--- src/rtl/io_frc_mc_pkg.sv ---
// io_frc_mc_pkg: register map, control bit positions and channel offset helper for io_frc_mc.
package io_frc_mc_pkg;
  localparam logic [13:0] OFF_VALLO = 14'd0;
  localparam logic [13:0] OFF_VALHI = 14'd1;
  localparam logic [13:0] OFF_CNTRL = 14'd2;
  localparam logic [13:0] OFF_INTST = 14'd3;
  localparam logic [13:0] OFF_INTEN = 14'd4;
  localparam logic [13:0] OFF_CH0   = 14'd8;
  localparam int CNTRL_RUN = 0;
  localparam int CNTRL_CLR = 1;
  localparam int CNTRL_PRE = 8;
  localparam int CHCTL_EN  = 0;
  localparam int CHCTL_PER = 1;
  typedef enum logic [1:0] {CH_CMPLO, CH_CMPHI, CH_CHCTL, CH_PERIOD} ch_reg_e;
  function automatic logic [13:0] ch_off(input int n);
    return OFF_CH0 + 14'(4 * n);
  endfunction
endpackage

--- src/rtl/io_frc_mc_ch.sv ---
// io_frc_mc_ch: one compare channel with write shadow, one-shot/periodic reload and readback.
module io_frc_mc_ch
  import io_frc_mc_pkg::*;
#(
  parameter int CNT_W = 40
) (
  input  logic             clk,
  input  logic             rst_n,
  input  logic [CNT_W-1:0] cnt_i,
  input  logic             tick_i,
  input  logic             we_i,
  input  logic [1:0]       wsub_i,
  input  logic [31:0]      wdata_i,
  input  logic [1:0]       rsub_i,
  output logic             match_o,
  output logic [31:0]      rdata_o
);
  logic [CNT_W-1:0]  cmp_q, cmp_d;
  logic [CNT_W-33:0] wsh_q, wsh_d;
  logic [31:0]       per_q, per_d;
  logic              en_q, en_d, prd_q, prd_d;
  always_comb begin
    match_o = en_q & tick_i & (cnt_i == cmp_q);
    wsh_d   = (we_i && wsub_i == CH_CMPHI) ? wdata_i[CNT_W-33:0] : wsh_q;
    per_d   = (we_i && wsub_i == CH_PERIOD) ? wdata_i : per_q;
    prd_d   = (we_i && wsub_i == CH_CHCTL) ? wdata_i[CHCTL_PER] : prd_q;
    // bus writes take precedence over the reload/auto-disable of a same-cycle match
    cmp_d   = (we_i && wsub_i == CH_CMPLO) ? {wsh_q, wdata_i} :
              (match_o && prd_q) ? cmp_q + {{(CNT_W-32){1'b0}}, per_q} : cmp_q;
    en_d    = (we_i && wsub_i == CH_CHCTL) ? wdata_i[CHCTL_EN] :
              (match_o && !prd_q) ? 1'b0 : en_q;
    rdata_o = rsub_i == CH_CMPLO ? cmp_q[31:0] :
              rsub_i == CH_CMPHI ? 32'(cmp_q[CNT_W-1:32]) :
              rsub_i == CH_CHCTL ? {30'b0, prd_q, en_q} : per_q;
  end
  always_ff @(posedge clk or negedge rst_n) begin
    if (!rst_n) begin
      cmp_q <= '0;
      wsh_q <= '0;
      per_q <= '0;
      en_q  <= 1'b0;
      prd_q <= 1'b0;
    end else begin
      cmp_q <= cmp_d;
      wsh_q <= wsh_d;
      per_q <= per_d;
      en_q  <= en_d;
      prd_q <= prd_d;
    end
  end
endmodule

--- src/rtl/io_frc_mc.sv ---
// io_frc_mc: multi-channel free-run timer on the IO bus with atomic 64-bit access and masked interrupt.
module io_frc_mc
  import io_frc_mc_pkg::*;
#(
  parameter int          CNT_W    = 40,
  parameter int          NCH      = 4,
  parameter int          PRE_W    = 8,
  parameter logic [13:0] BASE_ADR = 14'h3E00
) (
  input  logic        clk,
  input  logic        rst_n,
  input  logic        dma_io_we,
  input  logic [15:2] dma_io_wadr,
  input  logic [31:0] dma_io_wdata,
  input  logic [15:2] dma_io_radr,
  input  logic        dma_io_radr_en,
  input  logic [31:0] dma_io_rdata_in,
  output logic [31:0] dma_io_rdata,
  input  logic        csr_mtie,
  output logic        frc_irq
);
  localparam logic [13:0] WIN = 14'(8 + 4 * NCH);
  logic [CNT_W-1:0]  cnt_q, cnt_d;
  logic [PRE_W-1:0]  pcnt_q, pcnt_d, pre_q, pre_d;
  logic [CNT_W-33:0] wsh_q, wsh_d, rsh_q, rsh_d;
  logic [NCH:0]      intst_q, intst_d, inten_q, inten_d;
  logic              run_q, run_d, irq_q, irq_d, rd_sel_q, rd_sel_d;
  logic [13:0]       rd_off_q, woff, roff;
  logic              wr_hit, we_vallo, we_valhi, we_cntrl, we_intst, we_inten, clr, tick, cnt_tick;
  logic [NCH-1:0]    ch_match;
  logic [31:0]       ch_rd [NCH];
  logic [31:0]       rd_ch, reg_rd;
  always_comb begin
    woff     = dma_io_wadr - BASE_ADR;
    roff     = dma_io_radr - BASE_ADR;
    wr_hit   = dma_io_we && woff < WIN;
    we_vallo = wr_hit && woff == OFF_VALLO;
    we_valhi = wr_hit && woff == OFF_VALHI;
    we_cntrl = wr_hit && woff == OFF_CNTRL;
    we_intst = wr_hit && woff == OFF_INTST;
    we_inten = wr_hit && woff == OFF_INTEN;
    clr      = we_cntrl && dma_io_wdata[CNTRL_CLR];
    tick     = run_q && pcnt_q == pre_q;
    // a tick coinciding with a clear or a VALLO commit is dropped everywhere
    cnt_tick = tick && !clr && !we_vallo;
    cnt_d    = clr ? '0 : we_vallo ? {wsh_q, dma_io_wdata} : cnt_tick ? cnt_q + CNT_W'(1) : cnt_q;
    pcnt_d   = (!run_q || clr || tick) ? '0 : pcnt_q + PRE_W'(1);
    run_d    = we_cntrl ? dma_io_wdata[CNTRL_RUN] : run_q;
    pre_d    = we_cntrl ? dma_io_wdata[CNTRL_PRE +: PRE_W] : pre_q;
    wsh_d    = we_valhi ? dma_io_wdata[CNT_W-33:0] : wsh_q;
    intst_d  = (intst_q & ~(we_intst ? dma_io_wdata[NCH:0] : '0)) | {cnt_tick && &cnt_q, ch_match};
    inten_d  = we_inten ? dma_io_wdata[NCH:0] : inten_q;
    irq_d    = csr_mtie && |(intst_q & inten_q);
    rd_sel_d = dma_io_radr_en && roff < WIN;
    rsh_d    = (rd_sel_q && rd_off_q == OFF_VALLO) ? cnt_q[CNT_W-1:32] : rsh_q;
  end
  always_comb begin
    rd_ch = '0;
    for (int n = 0; n < NCH; n++)
      if ((rd_off_q & ~14'd3) == ch_off(n)) rd_ch = ch_rd[n];
    reg_rd = rd_off_q == OFF_VALLO ? cnt_q[31:0] :
             rd_off_q == OFF_VALHI ? 32'(rsh_q) :
             rd_off_q == OFF_CNTRL ? 32'({pre_q, 7'b0, run_q}) :
             rd_off_q == OFF_INTST ? 32'(intst_q) :
             rd_off_q == OFF_INTEN ? 32'(inten_q) :
             rd_off_q >= OFF_CH0   ? rd_ch : '0;
    dma_io_rdata = rd_sel_q ? reg_rd : dma_io_rdata_in;
  end
  assign frc_irq = irq_q;
  for (genvar g = 0; g < NCH; g++) begin : g_ch
    io_frc_mc_ch #(.CNT_W(CNT_W)) u_ch (
      .clk     (clk),
      .rst_n   (rst_n),
      .cnt_i   (cnt_q),
      .tick_i  (cnt_tick),
      .we_i    (wr_hit && (woff & ~14'd3) == ch_off(g)),
      .wsub_i  (woff[1:0]),
      .wdata_i (dma_io_wdata),
      .rsub_i  (rd_off_q[1:0]),
      .match_o (ch_match[g]),
      .rdata_o (ch_rd[g])
    );
  end
  always_ff @(posedge clk or negedge rst_n) begin
    if (!rst_n) begin
      cnt_q    <= '0;
      pcnt_q   <= '0;
      pre_q    <= '0;
      run_q    <= 1'b0;
      wsh_q    <= '0;
      rsh_q    <= '0;
      intst_q  <= '0;
      inten_q  <= '0;
      irq_q    <= 1'b0;
      rd_sel_q <= 1'b0;
      rd_off_q <= '0;
    end else begin
      cnt_q    <= cnt_d;
      pcnt_q   <= pcnt_d;
      pre_q    <= pre_d;
      run_q    <= run_d;
      wsh_q    <= wsh_d;
      rsh_q    <= rsh_d;
      intst_q  <= intst_d;
      inten_q  <= inten_d;
      irq_q    <= irq_d;
      rd_sel_q <= rd_sel_d;
      rd_off_q <= roff;
    end
  end
endmodule

--- config.mk ---
export PLATFORM = sky130hd
export DESIGN_NAME = io_frc_mc
export DESIGN_NICKNAME = d
export VERILOG_FILES = /design/src/rtl/io_frc_mc_pkg.sv /design/src/rtl/io_frc_mc_ch.sv /design/src/rtl/io_frc_mc.sv
export SDC_FILE = /design/constraint.sdc
export NUM_CORES = 2
export LEC_CHECK = 0
export CORE_MARGIN = 2
export CORE_UTILIZATION = 40
export DETAILED_ROUTE_END_ITERATION = 10
export PLACE_DENSITY_LB_ADDON = 0.2
export SETUP_SLACK_MARGIN = 0.1
export SLEW_MARGIN = 25
export SYNTH_ARGS = -nofsm -noshare
export SYNTH_HDL_FRONTEND = slang
export SYNTH_SLANG_ARGS = --single-unit
--- constraint.sdc ---
create_clock -name clk -period 3 [get_ports clk]
set_input_delay 0.3 -clock clk [delete_from_list [all_inputs] [get_ports clk]]
set_output_delay 0.3 -clock clk [all_outputs]
set_load 0.05 [all_outputs]
==> impl_metrics.ini <==
[outcome]
outcome = complete, but fails checks
failed_checks = negative setup slack

[sta]
setup_tns_ns = -18.92
tightestPinTransition_ns = 1.044
hold_ws_ns = 0.1162
setup_viol_count_final = 72
hold_violations = 0
fmax_mhz = 277.4
finalCritPeriodShare_pct = 120.2
fin_worst_skew_ns = 0.02316
maxSlewViolCount = 0
setup_slack_ns = -0.6052
finalCriticalPeriod_ns = 3.605
relSlewSlack_pct = 30.15
grt_setup_unrepaired = true

[place]
dp_hpwl_um = 102800
gp_congestion = 1.017
dp_cells = 4946
dp_slack_ns = -0.4440
numPortBuffers = 129
dpl-instance-area_um2 = 37630

[worst_setup_path]
critical_path_buf_inv_count = 4
critical_path.max_stage_delay_ns = 0.44
critical_path_class = flip-flop to primary output
critical_path.slowest_cell = or3b_4
crit_path_end_kind = primary output
crit_required_ns = 2.70
r2r-start = g_ch[1].u_ch.cmp_q[1]
crit_family = simple AND/OR/NAND/NOR gates
worst_setup_path_start_kind = flip-flop
crit_top_cell = buf_6
cp_max_fo = 6
cp_cell_sequence = nor4_2 -> nand3_1 -> buf_6 -> or3b_4 -> buf_6 -> buf_4 -> o21ai_1 -> a222oi_1 -> o22ai_1 -> o211ai_1 -> o21ai_1 -> buf_6
cp-startpoint = rd_off_q[8]
crit_arrival_ns = 3.31

[routing]
num_vias = 30530
drc = 0
routedWlPerCell_um = 26.68
avgViaCountPerCell = 5.929
final_antenna_net_count = 0
dr.pass1.iters = 8
drt_iter0_drc = 3291
drt_wl_total_um = 137400

[synthesis]
netlist_top_cells_count = dfrtp_1, nor2_1, nand2_1
ys_seq_area_share_pct = 35.34
yosys.area.top_type = dfrtp_1
synth-edff-count = 0
yosysMostFrequentCell = dfrtp_1
ys_async_sr_fraction_pct = 100.0
synth_cell_type_count = 85
ys_top_cells_by_area = dfrtp_1, mux2_2, ha_1
ys_ff_latch = 427
syn_area_um2 = 30240
synth_nets = 3611
yosysWarnings = 0
synth.avg_cell_area_um2 = 8.951
synth-main-ff-cell = dfrtp_1
synth_top_area_share_pct = 35.34
syn_inst = 3378

[grt]
use_met2_pct = 51.48
use_met1_pct = 47.16
grt_usage_pct = 33.99
first_global_vias = 29060
grt-ovfl-total = 0
grtUsageMet3_pct = 5.999
grt_first_pass_wirelength_um = 195400
top_usage_layer = met2
grt_antenna_before_repair = 2
grt_start_max_net_pins = 79

[cts]
cts.path.max_buffers = 3
clock-root-buffer = clkbuf_16
clkTransAtPathRegs_ns = 0.06
clk_latency_ns = 0.63
numCtsBuffers = 52
cts_tree = built
htree_levels = 2
cts_num_sinks = 427

[cells_and_area]
antenna_cells = 0
drive_above_1_share_pct = 37.44
n_fill_cell = 6525
instances_no_fill = 5149
fin_nets = 4373
syn_to_final_growth_pct = 43.88
fin_util_pct = 58.24
final_area_um2 = 43510

[hold_path]
min-delay-start = dma_io_radr[2]
min_path_type = input pin to flip-flop

[die]
die-area_um2 = 77810
io-pin-count = 130
core_um2 = 74700
rows = 100
fp.dieW_um = 278.9
start_util_pct = 40.48
die_h_um = 278.9

[flow_run]
drv_cap = 0

[power_and_ir_drop]
power_density_nw_per_um2 = 306.3
power.total_mw = 13.33
ir_drop_mv = 0.4408
p_leak_nw = 20.06
## report_power, final
| part | switching (mW) | internal [mW] |
|---|---|---|
| registers | 0.0304 | 5.78 |
| logic | 0.635 | 0.345 |
| clock network | 2.77 | 3.77 |
## placed cells by master, fill, tap and decap left out, drive strengths merged, types with 10 or more instances in the layout
cell	netlist	layout
buf	72	833
dfrtp	427	427
nor2	298	298
nand2	275	275
o21ai	267	267
a21oi	253	253
mux2	189	189
xor2	169	169
xnor2	151	151
ha	132	132
mux2i	130	130
nand3	105	105
clkdlybuf4s50	0	96
clkbuf	159	83
inv	62	64
a211oi	60	60
a21o	55	55
nor4	46	46
nor3	46	46
a221oi	45	45
nand4	42	42
nand2b	35	35
o22ai	33	33
o211ai	30	30
a31oi	25	25
nor2b	24	24
and3	20	20
or3	19	19
o21a	18	18
a22oi	18	18
o21bai	17	17
clkinv	0	15
a222oi	13	13
or2	13	13
o31ai	11	11
and2	10	10
## sequential cells by signal (all words and copies together) (netlist names)
signal and flops:
cnt_q 40, frc_irq 1, g_ch.u_ch.cmp_q 160, g_ch.u_ch.en_q 4, g_ch.u_ch.per_q 128, g_ch.u_ch.prd_q 4, g_ch.u_ch.wsh_q 32, inten_q 5
intst_q 5, pcnt_q 8, pre_q 8, rd_off_q 14, rd_sel_q 1, rsh_q 8, run_q 1, wsh_q 8
## per-layer routing
layer / vias up / wire length (µm)
met1: 14890 / 58610
met4: 4 / 7860
met3: 346 / 11980
met2: 1506 / 58880
li1: 13780 / -
met5: - / 27
## repair_timing
item / 4_1_cts / 5_1_grt
setup buffers: 40 / 62
hold endpoints to repair: 52 / 0
setup endpoints to repair: 153 / 176
resized for setup: 321 / 430
hold buffers: 1 / 0
pin swaps: 172 / 239
gates cloned: 3 / 10
## path summary, 6_finish.rpt
kind                                           to  slack, ns  depth (start not counted)
min reg2reg                g_ch[1].u_ch.cmp_q[39]       0.49                          2
max                               dma_io_rdata[5]      -0.61                         12
min in group asynchronous   g_ch[3].u_ch.per_q[4]       0.26                          2
max in group asynchronous  g_ch[0].u_ch.cmp_q[38]       1.79                          3
min                                   rd_off_q[0]       0.12                          1
max reg2reg                g_ch[1].u_ch.cmp_q[39]      -0.31                         15
## cell families after synthesis
family	count (synthesis)	share of synthesized area, %
fa+ha+maj	136	5.727
simple gates	961	14.96
flops	427	35.34
xor+xnor	320	9.269
buf+inv	293	3.857
compound gates	913	18.84
mux	328	12.01
## area by class of cell
type,instances,area (µm²),area share [%]
clock buffer,74,1525,3.506
multi-input combinational,2658,21080,48.46
tap,969,1212,2.787
inverter,62,232.7,0.5349
sequential,427,10710,24.61
clock inverter,20,182.7,0.4199
timing repair buffer,939,8564,19.69
(Power assumes the default switching activity.)
